### src/rtl/sar_ctrl.sv
// rtl/sar_ctrl.sv - successive-approximation ADC sequencer (track/hold, DAC trial code, comparator)
//
// Purpose:
//   Drives an external track/hold switch, an N-bit DAC and one comparator to
//   produce one N-bit binary-search conversion per START request. Every output
//   comes straight from a flop so the block maps onto plain gates plus DFFs.
//
// Ports:
//   C       in   clock, all state updates on the rising edge
//   RN      in   asynchronous active-low reset
//   START   in   conversion request, honoured only while idle
//   ABORT   in   synchronous abort of a running conversion (wins over START)
//   CMP     in   comparator, 1 when analog input >= DAC voltage
//   SAMPLE  out  track/hold control, 1 = track
//   DAC     out  N-bit trial code
//   RESULT  out  N-bit code of the last completed conversion
//   DONE    out  one-cycle completion pulse
//   BUSY    out  high from START acceptance until completion or abort

module sar_ctrl #(
  parameter int N             = 8,
  parameter int SAMPLE_CYCLES = 2
) (
  input  logic         C,
  input  logic         RN,
  input  logic         START,
  input  logic         ABORT,
  input  logic         CMP,
  output logic         SAMPLE,
  output logic [N-1:0] DAC,
  output logic [N-1:0] RESULT,
  output logic         DONE,
  output logic         BUSY
);

  // The sample counter only has to reach SAMPLE_CYCLES-1.
  localparam int CNT_W = (SAMPLE_CYCLES > 1) ? $clog2(SAMPLE_CYCLES) : 1;
  localparam int IDX_W = $clog2(N);

  localparam logic [CNT_W-1:0] CNT_LAST = CNT_W'(SAMPLE_CYCLES - 1);
  localparam logic [IDX_W-1:0] IDX_MSB  = IDX_W'(N - 1);
  localparam logic [N-1:0]     DAC_MSB  = {1'b1, {(N-1){1'b0}}};

  typedef enum logic [1:0] {
    S_IDLE    = 2'd0,
    S_TRACK   = 2'd1,
    S_CONVERT = 2'd2
  } state_t;

  state_t           state_q, state_d;
  logic             sample_q, sample_d;
  logic [N-1:0]     dac_q, dac_d;
  logic [N-1:0]     result_q, result_d;
  logic             done_q, done_d;
  logic             busy_q, busy_d;
  logic [CNT_W-1:0] cnt_q, cnt_d;
  logic [IDX_W-1:0] idx_q, idx_d;

  logic             cnt_last;
  logic             idx_zero;
  logic [N-1:0]     trial;

  assign cnt_last = (cnt_q == CNT_LAST);
  assign idx_zero = (idx_q == '0);

  // One binary-search step: resolve the bit under test from CMP and, unless it
  // was the LSB, raise the next lower bit as the new trial.
  always_comb begin
    trial = dac_q;
    if (!CMP) begin
      trial[idx_q] = 1'b0;
    end
    if (!idx_zero) begin
      trial[idx_q - IDX_W'(1)] = 1'b1;
    end
  end

  // State register together with the registered outputs and datapath.
  always_ff @(posedge C or negedge RN) begin
    if (!RN) begin
      state_q  <= S_IDLE;
      sample_q <= 1'b0;
      dac_q    <= '0;
      result_q <= '0;
      done_q   <= 1'b0;
      busy_q   <= 1'b0;
      cnt_q    <= '0;
      idx_q    <= '0;
    end else begin
      state_q  <= state_d;
      sample_q <= sample_d;
      dac_q    <= dac_d;
      result_q <= result_d;
      done_q   <= done_d;
      busy_q   <= busy_d;
      cnt_q    <= cnt_d;
      idx_q    <= idx_d;
    end
  end

  // Next-state logic.
  always_comb begin
    state_d = state_q;
    case (state_q)
      S_IDLE: begin
        if (START && !ABORT) begin
          state_d = S_TRACK;
        end
      end
      S_TRACK: begin
        if (ABORT) begin
          state_d = S_IDLE;
        end else if (cnt_last) begin
          state_d = S_CONVERT;
        end
      end
      S_CONVERT: begin
        if (ABORT || idx_zero) begin
          state_d = S_IDLE;
        end
      end
      default: begin
        state_d = S_IDLE;
      end
    endcase
  end

  // Next values of the registered outputs and datapath. DONE defaults low so
  // it can only ever be a single-cycle pulse.
  always_comb begin
    sample_d = sample_q;
    dac_d    = dac_q;
    result_d = result_q;
    done_d   = 1'b0;
    busy_d   = busy_q;
    cnt_d    = cnt_q;
    idx_d    = idx_q;
    case (state_q)
      S_IDLE: begin
        if (START && !ABORT) begin
          sample_d = 1'b1;
          busy_d   = 1'b1;
          cnt_d    = '0;
        end
      end
      S_TRACK: begin
        if (ABORT) begin
          sample_d = 1'b0;
          dac_d    = '0;
          busy_d   = 1'b0;
        end else if (cnt_last) begin
          sample_d = 1'b0;
          dac_d    = DAC_MSB;
          idx_d    = IDX_MSB;
        end else begin
          cnt_d = cnt_q + CNT_W'(1);
        end
      end
      S_CONVERT: begin
        if (ABORT) begin
          dac_d  = '0;
          busy_d = 1'b0;
        end else begin
          dac_d = trial;
          if (idx_zero) begin
            // LSB resolved: trial now holds the finished code.
            result_d = trial;
            done_d   = 1'b1;
            busy_d   = 1'b0;
          end else begin
            idx_d = idx_q - IDX_W'(1);
          end
        end
      end
      default: begin
        sample_d = 1'b0;
        busy_d   = 1'b0;
      end
    endcase
  end

  assign SAMPLE = sample_q;
  assign DAC    = dac_q;
  assign RESULT = result_q;
  assign DONE   = done_q;
  assign BUSY   = busy_q;

endmodule

### config.mk
export PLATFORM = sky130hd
export DESIGN_NAME = sar_ctrl
export DESIGN_NICKNAME = d
export VERILOG_FILES = /design/src/rtl/sar_ctrl.sv
export SDC_FILE = /design/constraint.sdc
export NUM_CORES = 1
export LEC_CHECK = 0
export CAP_MARGIN = 20
export CORE_MARGIN = 2
export CORE_UTILIZATION = 45
export CTS_CLUSTER_DIAMETER = 80
export CTS_CLUSTER_SIZE = 24
export DETAILED_ROUTE_END_ITERATION = 10
export PLACE_DENSITY_LB_ADDON = 0.05
export SLEW_MARGIN = 20
export SYNTH_ARGS = -nofsm -noshare
export SYNTH_HDL_FRONTEND = slang
export SYNTH_SLANG_ARGS = --single-unit
### constraint.sdc
create_clock -name C -period 4.6 [get_ports C]
set_input_delay 0.92 -clock C [delete_from_list [all_inputs] [get_ports C]]
set_output_delay 0.92 -clock C [all_outputs]
set_load 0.1 [all_outputs]
# Word level (Yosys, flattened, before mapping)
# Cells that the tools add are included.
[op_classes] n_addsub=2 eq_ne=11 order_cmp=4 bitwise_logic=5 reduce_logical=16 muxes=35
[op_table] op="8-bit 2-to-1 mux" n=5
[op_table] op="8-bit one-hot mux with 2 select lines" n=1
[op_table] op="3-bit AND reduction" n=5
[op_table] op="1-bit 2-to-1 mux" n=14
[op_table] op="2-bit inequality test, second input constant" n=7
[op_table] op="3-bit 2-to-1 mux" n=4
[op_table] op="8-bit AND" n=1
[op_table] op="3-bit by 4-bit < comparator with 1-bit output, second input constant" n=2
[op_table] op="2-bit 2-to-1 mux" n=4
[op_table] op="8-bit NOT" n=1
[op_table] op="8-bit OR" n=1
[op_table] op="1-bit demux with 3-bit select" n=2
[op_table] op="3-bit by 1-bit greater-or-equal comparator with 1-bit output, second input constant" n=2
[op_table] op="3-bit inequality test, second input constant" n=2
[op_table] op="1-bit one-hot mux with 3 select lines" n=2
[op_table] op="2-bit one-hot mux with 3 select lines" n=1
[op_table] op="3-bit one-hot mux with 2 select lines" n=1
[op_table] op="5-bit AND reduction" n=1
[op_table] op="2-bit nonzero test" n=2
[op_table] op="1-bit logical AND" n=3
[op_table] op="3-bit zero test" n=1
[op_table] op="3-bit by 1-bit subtractor with 3-bit output, second input constant" n=1
[op_table] op="2-bit by 1-bit equality test with 1-bit output, second input constant" n=1
[op_table] op="2-bit equality test, second input constant" n=1
[op_table] op="7 further kinds" n=8
[totals] in_bits=5 register_bits=25 elab_cells=81 output_inout_bits=19

# Longest topological paths before layout
[depth] depth_word=11 depth_mapped=7 mapped_depth_nobuf=6

# Worst setup path after synthesis
# Ideal clock, no wire load.
[synth_path] path_kind="input to register" startpoint="input ABORT" endpoint="register state_q[0]" arrival_time_ns=1.861 setup_ns=0.128 setup_slack_ns=2.612 t_required_ns=4.472 n_path_buf=1 stages=5 cell_sequence="buf_4 > nand2b_4 > a32oi_2 > nor2b_1 > mux2_1"
[synth_between] elab_chain_len=4 elab_cells_between_ends=9
[synth_rtl] element="start: declaration" line_no="27" text="input logic ABORT,"
[synth_rtl] element="1-bit zero test" line_no="106" text="if (START && !ABORT) begin"
[synth_rtl] element="1-bit logical AND" line_no="106"
[synth_rtl] element="2-bit inequality test (no source line)"
[synth_rtl] element="3-bit AND reduction (no source line)"
[synth_rtl] element="end signal: assignment" line_no="90" text="state_q <= state_d;"
[synth_rtl] element="end: declaration" line_no="50" text="state_t state_q, state_d;"
# Several ways; a longest one is shown, not always the timed one.
# A chain may end at the register's enable or synchronous reset.

# Worst setup path in the final report
[layout_path] startpoint="register dac_q[0] (netlist: DAC[0])" endpoint="output DAC[0]"
[layout_lines] element="start: declaration" line_no="52" text="logic [N-1:0] dac_q, dac_d;"
[layout_lines] element="start signal: assignment" line_no="83" text="dac_q <= '0;"
[layout_lines] element="start signal: assignment" line_no="92" text="dac_q <= dac_d;"
[layout_lines] element="end: declaration" line_no="30" text="output logic [N-1:0] DAC,"
# No word-level cell between the ends.

==> run summary <==
Fraction of registers with async set/reset - 100%
Routability cong. - 0.737
Vias - 1036
Leakage - 0.715 nW
Mean area per synthesized cell - 10.9 sq um
Synth area leaders - dfrtp_1, a22o_1, mux2_2, ha_1, o21ai_0
Die H - 59.1 microns
Max_cap viols - 0
Setup TNS - 0 ns
Max VDD drop - 0.000310 V
Diodes inserted - 0
Final hold vios - 0
Critical path buffers and inverters - 1
Slew Limit Headroom - 34.6%
Clock Pin Slew Worst Setup and Hold Paths - 0.14 ns
Initial antenna violation count - 0
Syn nets - 136
Final instance area - 0.00162 sq mm
Nets - 159
Effective utilization at floorplan - 45.9%
Post-Syn Area - 0.00137 sq mm
Critical path capture point type - output port
Grt ovf - 0
Area Growth Syn to Fin - 18.8%
Fmax - 353 MHz
Fin. max-slew vios - 0
Status - finished clean
CTS tree - built
WS Path Type - reg -> out
CP max FO - 3
Simple-gate share of the synthesized area - 16.3%
Core ar. - 0.00298 sq mm
Final setup violating endpoints - 0
Total iterations of the first detailed-routing run - 4
Routed WL - 2690 microns
Die X - 59.1 microns
Ports - 24
Critical Path Max Stage Delay - 1.15 ns
Syn Inst Count - 126
Clock Sink Count - 25
Initial DRC count - 27
Synth unique cells - 40
Vias in the first global route - 964
CTS max path bufs - 2
Hold Crit Class - reg -> reg
Via/cell ratio - 5.72
Biggest area consumer among synthesized cells - dfrtp_1
Post-detail-place hpwl - 2000 microns
Avg WL per Cell - 14.9 microns
TritonCTS Buffers - 3
GRT Util Overall - 17.3%
Pin count of the biggest net entering global routing - 26
Startpoint Class - flip-flop
Critical Path Slowest Stage Cell - clkdlybuf4s50_1
Post-synth top flop - dfrtp_1
Flops & latches, synth - 25
# hold bufs at CTS - 0
Num rows - 20
DR DRC count - 0
Number of synthesized flops with an enable pin - 0
Hold Slack - 0.523 ns
YS warnings - 0
Critical path required time - 3.68 ns
Synth Area in XOR/XNOR - 0%
CP delay by family, top - buffers and inverters
Post-synth top area share - 45.7%
Clk Latency, worst-skew pair - 0.33 ns
Mux cell area share after synthesis - 7.69%
Post-layout min period - 2.83 ns
DP Area - 0.00160 sq mm
Largest family of logic cells by synthesized area - compound AO/OA/AOI/OAI gates
Worst-case register-to-register setup slack - 2.61 ns
Worst-Margin Slew - 0.978 ns
H-tree depth - 1
Synth Area in Compound Gates - 21.1%
Period utilization - 61.6%
Die Area - 0.00350 sq mm
IO Port Bufs - 23
Post-CTS sizing - 0
CP cell instances - clkdlybuf4s50_1
Root Buffer - clkbuf_4
PwrDens - 488 mW/mm^2
Proportion of synthesized chip area in sequential cells - 45.7%
CP Data Arrival Time - 1.91 ns
Setup bufs post-CTS - 0
Synth Area in Adders - 4.57%
First-pass GRT wire length - 4510 microns
ANT nets after route - 0
Layout cells sized above 1 - 13.5%
RSZ-0062 raised after global routing - no
Clock Skews - 0.00564 ns
power by group:
group / internal (mW) / leakage (nW) / switching, mW
registers: 0.253 / 0.324 / 0.0344
logic: 0.126 / 0.377 / 0.276
clock network: 0.0333 / 0.0139 / 0.0697
routing by layer:
layer  part of all wire [%]  wire length, microns  vias to the layer above  global-route usage (%)
li1                       -                     -                      504                       -
met1                     47                  1270                      501                    22.6
met2                     47                  1260                       26                    27.6
met3                    4.1                   111                        5                    3.06
met4                    1.8                    48                        0                    8.12
met5                      0                     0                        -                       0
path summary, 6_finish.rpt:
kind | from | end | cells after the start
setup / recovery | DAC[0] | DAC[0] | 1
hold / removal | BUSY | BUSY | 1
setup reg to reg | idx_q[0] | RESULT[5] | 6
hold reg to reg | BUSY | BUSY | 1
max in group asynchronous | RN | SAMPLE | 1
min in group asynchronous | RN | DAC[4] | 1
area by class of cell:
type	instances	area, sq um
tap	33	41.3
clock buffer	3	22.5
timing repair buffer	23	225
clock inverter	1	7.51
fill	296	1350
inverter	6	22.5
multi-input combinational	90	679
sequential	25	626
through the flow:
step	total power [mW]	utilization [%]	worst slack, ns	cells
global placement	0.691	53.7	2.01	177
floorplan	0.611	-	2.61	126
CTS	0.803	54.7	1.75	181
finish	0.792	54.5	1.77	181
detailed placement	0.698	53.7	1.93	177
global route	0.853	54.5	1.71	181
synth_stat cells (2+ instances only):
cell type and n:
o21ai_1 5, nor2_1 7, ha_1 5, a21oi_1 8, buf_6 2, o21ai_0 10, nand2b_1 5, a22o_1 8
nor3_1 2, dfrtp_1 25, o31ai_1 2, mux2_2 6, mux2_1 2, inv_1 6, nor2b_1 2, nand2b_4 2
nand2_1 6
sequential cells by signal, indices dropped and copies added (netlist names):
register and count:
idx_q 3, state_q 2, BUSY 1, cnt_last 1, DONE 1, DAC 8
SAMPLE 1, RESULT 8
cell usage in the layout, fill, tap and decap left out, drive strengths merged, types with 3 or more instances in the layout:
cell type and count:
dfrtp 25, a21oi 9, nor2 8, nand2b 7, o21ai 15, ha 5
inv 6, clkdlybuf4s50 22, o31ai 3, mux2 9, clkbuf 3, a22o 8
nand2 6
cell families after synthesis:
family / count (synthesis)
compound gates: 41
simple gates: 35
flops: 25
buf+inv: 11
mux: 9
fa+ha+maj: 5
No activity file was read; power rests on OpenSTA's default activity.
